[config.mk]
export PLATFORM = sky130hd
export DESIGN_NAME = txt_loader
export DESIGN_NICKNAME = d
export VERILOG_FILES = /design/src/rtl/uk101_pkg.sv /design/src/rtl/txt_fifo.sv /design/src/rtl/txt_loader.sv
export SDC_FILE = /design/constraint.sdc
export NUM_CORES = 1
export LEC_CHECK = 0
export CORE_MARGIN = 2
export CORE_UTILIZATION = 60
export CTS_CLUSTER_SIZE = 28
export DETAILED_ROUTE_END_ITERATION = 8
export PLACE_DENSITY = 0.84
export SLEW_MARGIN = 20
export SYNTH_ARGS = -nofsm -noshare
export SYNTH_HDL_FRONTEND = slang
export SYNTH_SLANG_ARGS = --single-unit
[constraint.sdc]
create_clock -name clk_sys -period 7.7 [get_ports clk_sys]
set_input_delay 1.155 -clock clk_sys [delete_from_list [all_inputs] [get_ports clk_sys]]
set_output_delay 1.155 -clock clk_sys [all_outputs]
set_load 0.005 [all_outputs]
[src/rtl/uk101_pkg.sv]
// Shared UK101 constants and the ASCII text loader state type.
package uk101_pkg;
    localparam logic [7:0] ASCII_CR        = 8'h0D;
    localparam logic [7:0] ASCII_LF        = 8'h0A;
    localparam logic [7:0] TXT_IOCTL_INDEX = 8'h00;

    typedef enum logic [1:0] {IDLE, LOAD, SEND, GAP} txt_ld_state_t;
endpackage

[src/rtl/txt_fifo.sv]
// Single-clock byte FIFO with fill count and full/empty flags; read data is
// registered on pop so the consumer picks it up one cycle later.
module txt_fifo #(
    parameter int FIFO_AW = 4
) (
    input  logic             clk,
    input  logic             reset,
    input  logic             i_push,
    input  logic [7:0]       i_din,
    input  logic             i_pop,
    output logic [7:0]       o_dout,
    output logic [FIFO_AW:0] o_count,
    output logic             o_full,
    output logic             o_empty
);
    localparam int DEPTH = 1 << FIFO_AW;

    logic [7:0]         r_mem [DEPTH];
    logic [FIFO_AW-1:0] r_wptr, r_rptr;
    logic [FIFO_AW:0]   r_count;
    logic [7:0]         r_dout;
    logic               w_push, w_pop;

    assign o_full  = (r_count == (FIFO_AW+1)'(DEPTH));
    assign o_empty = (r_count == '0);
    assign w_push  = i_push & ~o_full;
    assign w_pop   = i_pop & ~o_empty;

    always_ff @(posedge clk) begin
        if (w_push) r_mem[r_wptr] <= i_din;
    end

    // Pointers are exactly FIFO_AW bits wide, so they wrap modulo depth.
    always_ff @(posedge clk) begin
        if (reset) begin
            r_wptr  <= '0;
            r_rptr  <= '0;
            r_count <= '0;
            r_dout  <= '0;
        end else begin
            if (w_push) r_wptr <= r_wptr + FIFO_AW'(1);
            if (w_pop) begin
                r_rptr <= r_rptr + FIFO_AW'(1);
                r_dout <= r_mem[r_rptr];
            end
            r_count <= r_count + {{FIFO_AW{1'b0}}, w_push} - {{FIFO_AW{1'b0}}, w_pop};
        end
    end

    assign o_dout  = r_dout;
    assign o_count = r_count;
endmodule

[src/rtl/txt_loader.sv]
// Paces "Load Ascii" download bytes into the UK101 ACIA receive path.
// Optional CR/LF folding at the FIFO input: define TXT_LOADER_EOL_CONV_EN.
module txt_loader
    import uk101_pkg::*;
#(
    parameter int FIFO_AW  = 4,
    parameter int CHAR_GAP = 48000,
    parameter int LINE_GAP = 960000
) (
    input  logic       clk_sys,
    input  logic       reset,
    input  logic       enable,
    input  logic       ioctl_download,
    input  logic [7:0] ioctl_index,
    input  logic       ioctl_wr,
    input  logic [7:0] ioctl_data,
    output logic       ioctl_wait,
    output logic [7:0] rx_data,
    output logic       rx_valid,
    input  logic       rx_ready,
    output logic       busy,
    output logic       overflow
);
    localparam int               DEPTH    = 1 << FIFO_AW;
    localparam int               CW       = $clog2(LINE_GAP + 1);
    localparam logic [FIFO_AW:0] WAIT_LVL = (FIFO_AW+1)'(DEPTH - 2);

    txt_ld_state_t    r_state;
    logic [CW-1:0]    r_gap;
    logic [7:0]       r_rx_data;
    logic             r_rx_valid, r_wait, r_overflow;
    logic             w_acc, w_drop, w_push, w_pop, w_full, w_empty;
    logic [7:0]       w_byte, w_fifo_dout;
    logic [FIFO_AW:0] w_count, w_cnt_nxt;

    assign w_acc = ioctl_download & ioctl_wr & enable & (ioctl_index == TXT_IOCTL_INDEX);

`ifdef TXT_LOADER_EOL_CONV_EN
    logic r_dl_d, r_last_cr, w_last_cr;

    // A write can only be accepted with download high, so masking by the
    // delayed download bit clears the flag on the rising edge itself.
    assign w_last_cr = r_last_cr & r_dl_d;

    always_comb begin
        w_byte = ioctl_data;
        w_drop = 1'b0;
        if (ioctl_data == ASCII_LF) begin
            if (w_last_cr) w_drop = 1'b1;
            else           w_byte = ASCII_CR;
        end
    end

    always_ff @(posedge clk_sys) begin
        if (reset) begin
            r_dl_d    <= 1'b0;
            r_last_cr <= 1'b0;
        end else begin
            r_dl_d <= ioctl_download;
            if (ioctl_download & ~r_dl_d) r_last_cr <= 1'b0;
            if (w_acc)                    r_last_cr <= (ioctl_data == ASCII_CR);
        end
    end
`else
    assign w_byte = ioctl_data;
    assign w_drop = 1'b0;
`endif

    assign w_push    = w_acc & ~w_drop & ~w_full;
    assign w_pop     = (r_state == IDLE) & ~w_empty;
    assign w_cnt_nxt = w_count + {{FIFO_AW{1'b0}}, w_push} - {{FIFO_AW{1'b0}}, w_pop};

    txt_fifo #(.FIFO_AW(FIFO_AW)) u_fifo (
        .clk     (clk_sys),
        .reset   (reset),
        .i_push  (w_push),
        .i_din   (w_byte),
        .i_pop   (w_pop),
        .o_dout  (w_fifo_dout),
        .o_count (w_count),
        .o_full  (w_full),
        .o_empty (w_empty)
    );

    always_ff @(posedge clk_sys) begin
        if (reset) begin
            r_state    <= IDLE;
            r_gap      <= '0;
            r_rx_data  <= 8'h00;
            r_rx_valid <= 1'b0;
            r_wait     <= 1'b0;
            r_overflow <= 1'b0;
        end else begin
            // Stall on the next count so the source sees wait one cycle after
            // the write that reached depth-2, leaving one slot of slack.
            r_wait <= (w_cnt_nxt >= WAIT_LVL);
            if (w_acc & ~w_drop & w_full) r_overflow <= 1'b1;

            case (r_state)
                IDLE: if (!w_empty) r_state <= LOAD;
                LOAD: begin
                    r_rx_data  <= w_fifo_dout;
                    r_rx_valid <= 1'b1;
                    r_state    <= SEND;
                end
                SEND: if (rx_ready) begin
                    r_rx_valid <= 1'b0;
                    r_gap      <= (r_rx_data == ASCII_CR) ? CW'(LINE_GAP) : CW'(CHAR_GAP);
                    r_state    <= GAP;
                end
                GAP: begin
                    if (r_gap == '0) r_state <= IDLE;
                    else             r_gap   <= r_gap - CW'(1);
                end
                default: r_state <= IDLE;
            endcase
        end
    end

    assign ioctl_wait = r_wait;
    assign rx_data    = r_rx_data;
    assign rx_valid   = r_rx_valid;
    assign overflow   = r_overflow;
    assign busy       = ~w_empty | (r_state != IDLE);
endmodule
* Word-level counts from Yosys, hierarchy flattened
Memory sizes are Yosys's and may differ from the RTL's. A register that Yosys moved wholly into a read port is not among the register bits.
Index checks and enable logic that the tools add are counted.
** Storage, ports and cells
- Bits in registers :: 46
- Bits in writable memories :: 128
- Input port bits :: 22
- Output and inout port bits :: 12
- Word-level logic and storage cells :: 60
- Memories :: 1
** Operators by class
- Add/subtract/negate cells :: 7
- Order comparisons :: 1
- Equal/unequal tests :: 9
- Mux-type cells :: 12
- Bitwise operators :: 11
- Reduce and logical (&&, ||, !) cells :: 10
** Memories
- u_fifo.r_mem :: depth 16, width 8, read ports 1, clocked after memory_dff 1, write ports 1, line txt_fifo.sv:18 : logic [7:0] r_mem [DEPTH];
** Operator list (count)
- 2-to-1 mux 20 bit :: 3
- one-hot mux 20 bit (2 select lines) :: 1
- zero test 20 bit :: 1
- subtractor 20 x 1 -> 20 bit (second input constant) :: 1
- adder 5 x 1 -> 5 bit :: 2
- subtractor 5 x 1 -> 5 bit :: 2
- adder 4 x 1 -> 4 bit (second input constant) :: 2
- AND 1 bit :: 8
- equality test 8 x 4 -> 1 bit (second input constant) :: 1
- zero test 8 bit :: 1
- != test 2 bit (second input constant) :: 4
- one-hot mux 2 bit (4 select lines) :: 1
- 2-to-1 mux 2 bit :: 3
- AND reduction 3 bit :: 2
- nonzero test 2 bit :: 3
- equality test 5 bit (second input constant) :: 1
- >= comparator 5 x 4 -> 1 bit (second input constant) :: 1
- zero test 5 bit :: 1
- equality test 2 bit (second input constant) :: 2
- 2-to-1 mux 1 bit :: 3
- equality test 2 x 1 -> 1 bit (second input constant) :: 1
- zero test 2 bit :: 1
- inverter 1 bit :: 2
- one-hot mux 1 bit (2 select lines) :: 1
- other kinds (2) :: 2

* Depth between registers and ports, before layout
- Word-level depth :: 7
- Gate-level depth with buffers :: 16
- Gate-level depth less buffers :: 15

* Hierarchy
Synthesis repeated with hierarchy kept, for this count alone.
** Second synthesis, totals
- Cells, all modules :: 548
- Area, all modules :: 7933.9 um2
** By module, submodules not included
- txt_fifo :: times used 1, cells an instance 318, area an instance 5999.5 um2
- txt_loader :: times used 1, cells an instance 230, area an instance 1934.4 um2

* Worst setup path after synthesis
No wires, ideal clock.
- Path type :: input -> register
- Start :: input ioctl_index[1]
- End :: register r_wait (netlist: ioctl_wait)
- Setup time :: 132 ps
- Arrival :: 3570 ps
- Slack :: 3998 ps
- Cell stages on the path :: 12
- Path buffers :: 0
- Cell sequence :: or4_4 nor4b_4 inv_1 ha_1 inv_1 ha_1 fa_1 a21oi_1 nor2_1 nor2_1 xor2_1 a21oi_1
** Between the ends
- Word-level cells in the longest chain between the ends :: 6
** Ends and longest elaborated chain
- start, declared :: line txt_loader.sv:14 : input logic [7:0] ioctl_index,
- zero test 8 bit :: line txt_loader.sv:36 : assign w_acc = ioctl_download & ioctl_wr & enable & (ioctl_index == TXT_IOCTL_INDEX);
- AND 1 bit :: line txt_loader.sv:36
- AND 1 bit :: line txt_loader.sv:69 : assign w_push = w_acc & ~w_drop & ~w_full;
- adder 5 x 1 -> 5 bit :: line txt_loader.sv:71 : assign w_cnt_nxt = w_count + {{FIFO_AW{1'b0}}, w_push} - {{FIFO_AW{1'b0}}, w_pop};
- subtractor 5 x 1 -> 5 bit :: line txt_loader.sv:71
- >= comparator 5 x 4 -> 1 bit :: line txt_loader.sv:96 : r_wait <= (w_cnt_nxt >= WAIT_LVL);
- end signal, assigned :: line txt_loader.sv:96
- end, declared :: line txt_loader.sv:31 : logic r_rx_valid, r_wait, r_overflow;
No other way between the ends.
A chain may end at the register's enable or synchronous reset.

* Worst setup path after layout
Ends and elaborated chain as after synthesis.

==> flow_metrics.env <==
export IMPL_pre_cts_slack_ns=3.32
export IMPL_rsz0062_at_grt="false"
export IMPL_grt_pass1_vias=4736
export IMPL_ys_warnings_count=0
export IMPL_initial_core_util=0.614
export IMPL_portBuffers=33
export IMPL_final_layout_size_suffix_gt1_frac=0.125
export IMPL_yosysTopAreaCell="edfxtp_1"
export IMPL_fin_crit_ns=3.98
export IMPL_cp_start_kind="input pin"
export IMPL_via_per_inst=6.31
export IMPL_drc=0
export IMPL_final_area_mm2=0.00873
export IMPL_slew_violations=0
export IMPL_synth_area_mm2=0.00772
export IMPL_place_congestion=0.889
export IMPL_fin_nets=623
export IMPL_ys_types=52
export IMPL_root_buffer="clkbuf_16"
export IMPL_totalNegativeSetupSlack_ns=0
export IMPL_syn_num_nets=596
export IMPL_clk_latency_ns=0.43
export IMPL_critPathArrivalTime_ns=4.28
export IMPL_skew_ns=0.0105
export IMPL_die_h_um=117
export IMPL_cts_tree="yes"
export IMPL_syn_instance_count=552
export IMPL_post_dp_cell_area_mm2=0.00817
export IMPL_synth_area_top_cells="edfxtp_1 (50%), dfxtp_1 (14%), mux4_2 (9.3%)"
export IMPL_postCtsSetupBuffers=0
export IMPL_synth_seq_cells=182
export IMPL_n_fill_cell=792
export IMPL_syn_avg_cell_area_um2=14.0
export IMPL_drt_wl_total_um=16000
export IMPL_synth_top_area_frac=0.498
export IMPL_tightest_slew_ns=1.02
export IMPL_relSlewSlack=0.317
export IMPL_antenna_left=0
export IMPL_boundaryPins=34
export IMPL_clock_sinks=182
export IMPL_final_cell_mix="edfxtp_1 (128), nor2_1 (55), dfxtp_1 (53)"
export IMPL_worstSetupPathType="in -> reg"
export IMPL_dieArea_mm2=0.0138
export IMPL_grt_start_max_net_pins=48
export IMPL_powerDensity_mw_per_mm2=340
export IMPL_min_period_over_period=0.517
export IMPL_numCtsBuffers=17
export IMPL_post_cts_resized=0
export IMPL_grt_usage=0.239
export IMPL_postSynth_topFlopCell="edfxtp_1"
export IMPL_areaGrowthSynthToFinish_pct=13.1
export IMPL_hold_violations=0
export IMPL_clk_pin_slew_ns=0.07
export IMPL_setup_slack_ns=3.72
export IMPL_status="completed"
export IMPL_drv_cap=0
export IMPL_vdd_drop_max_mv=0.223
export IMPL_first_pass_iters=6
export IMPL_ys_seq_area_frac=0.638
export IMPL_antenna_found_initial=0
export IMPL_power_total_uw=2970
export IMPL_cts_hold_fix_buffers=0
export IMPL_crit_path_max_fanout=9
export IMPL_critPathCaptureType="flip-flop"
export IMPL_dpl_hpwl_um=9940
export IMPL_setup_violations=0
export IMPL_die_x_um=117
export IMPL_worst_endpoint_required_ns=7.99
export IMPL_rows=41
export IMPL_final_common_cell="edfxtp_1"
export IMPL_num_antenna_cells=0
export IMPL_hold_path_class="reg -> reg"
export IMPL_clockBufferDepth=2
export IMPL_grt_pass1_wl_um=25000
export IMPL_coreArea_mm2=0.0126
export IMPL_htree_levels=4
export IMPL_grt_overflow=0
export IMPL_synth_edf_count=128
export IMPL_routedWlPerCell_um=20.9
export IMPL_async_flop_share=0
export IMPL_leakagePower_uw=0.00290
export IMPL_fmax_mhz=251
export IMPL_detailroute_via_count=4811
export IMPL_drtIter0Drc=610
## critical path, cell delays in order
cell             delay [ns]
clkdlybuf4s50_1        0.40
or4_4                  0.56
nor4b_4                0.55
inv_1                  0.12
ha_1                   0.30
inv_1                  0.04
ha_1                   0.19
fa_1                   0.41
a21oi_1                0.14
nor2_1                 0.05
nor2_1                 0.11
xor2_1                 0.17
a21oi_1                0.08
## synthesized netlist by cell type (all sizes together), types with 3 or more instances
library cell    n
buf             9
dfxtp          54
nor3b           5
nand3           7
mux2i          10
o31a            4
inv            20
a31oi           3
nor4b           3
a22oi          16
ha             20
nor2           55
nor3           11
edfxtp        128
o21ai          18
nor2b           4
or3             8
mux4           32
xnor2           6
nand2          26
xor2            8
o21a            7
nor4            7
a21oi          39
or4             3
nand2b          4
clkbuf         19
## power by group
part,leakage (uW),switching [uW],internal (uW)
registers,0.00159,71.4,1130
clock network,0.000256,379,419
logic,0.00106,560,410
total,0.00290,1010,1960
## flip-flops by register name, indices dropped and copies added, names as in the netlist
name and flops:
u_fifo.r_rptr 4, r_gap 20, u_fifo.r_mem 128, u_fifo.r_wptr 4, r_state 2, u_fifo.o_dout 8
ioctl_wait 1, rx_valid 1, u_fifo.o_count 5, overflow 1, rx_data 8
## cells by family (layout without fill, tap and decap cells)
group / Yosys count / count (layout) / synth area share
AOI/OAI and AO/OA: 99 / 99 / 0.0793
xor gates and xnor gates: 14 / 14 / 0.0159
DFF: 182 / 182 / 0.638
adders and majority gates: 22 / 22 / 0.0376
and+or+nand+nor: 145 / 145 / 0.0978
muxes: 42 / 42 / 0.106
buffers and inverters: 48 / 87 / 0.0248
## metal layers
layer | wire length, um | share of wire | vias to the layer above | global-route usage
met5 | 0 | 0 | - | 0
li1 | - | - | 2146 | -
met3 | 1190 | 0.075 | 49 | 0.0661
met2 | 7980 | 0.50 | 258 | 0.398
met4 | 489 | 0.031 | 0 | 0.0889
met1 | 6300 | 0.39 | 2358 | 0.302
## final cells by class
type                    count  area (um2)  share of cell area
flip-flops and latches    182        4930               0.564
multi-input cells         322        2620               0.300
clock buffers              17         425              0.0487
repair buffers             36         353              0.0404
well taps                 172         215              0.0247
clock inverters            14         114              0.0130
inverters                  20        75.1             0.00860
## path summary, 6_finish.rpt
check                                  startpoint    endpoint  slack [ns]  cells after the start
worst min-delay path                    r_gap[16]   r_gap[16]        0.48                      2
worst max-delay path               ioctl_index[1]  ioctl_wait        3.72                     13
worst max register to register  u_fifo.o_count[2]  ioctl_wait        4.00                     14
worst min register to register          r_gap[16]   r_gap[16]        0.48                      2
## stage by stage
stage                util  instances  hold slack [ns]
floorplan               -        552            0.443
global placement    0.650        732            0.453
detailed placement  0.650        732            0.458
CTS                 0.693        763            0.481
global route        0.694        763            0.494
finish              0.694        763            0.480
Power figures use the tool's default switching activity.
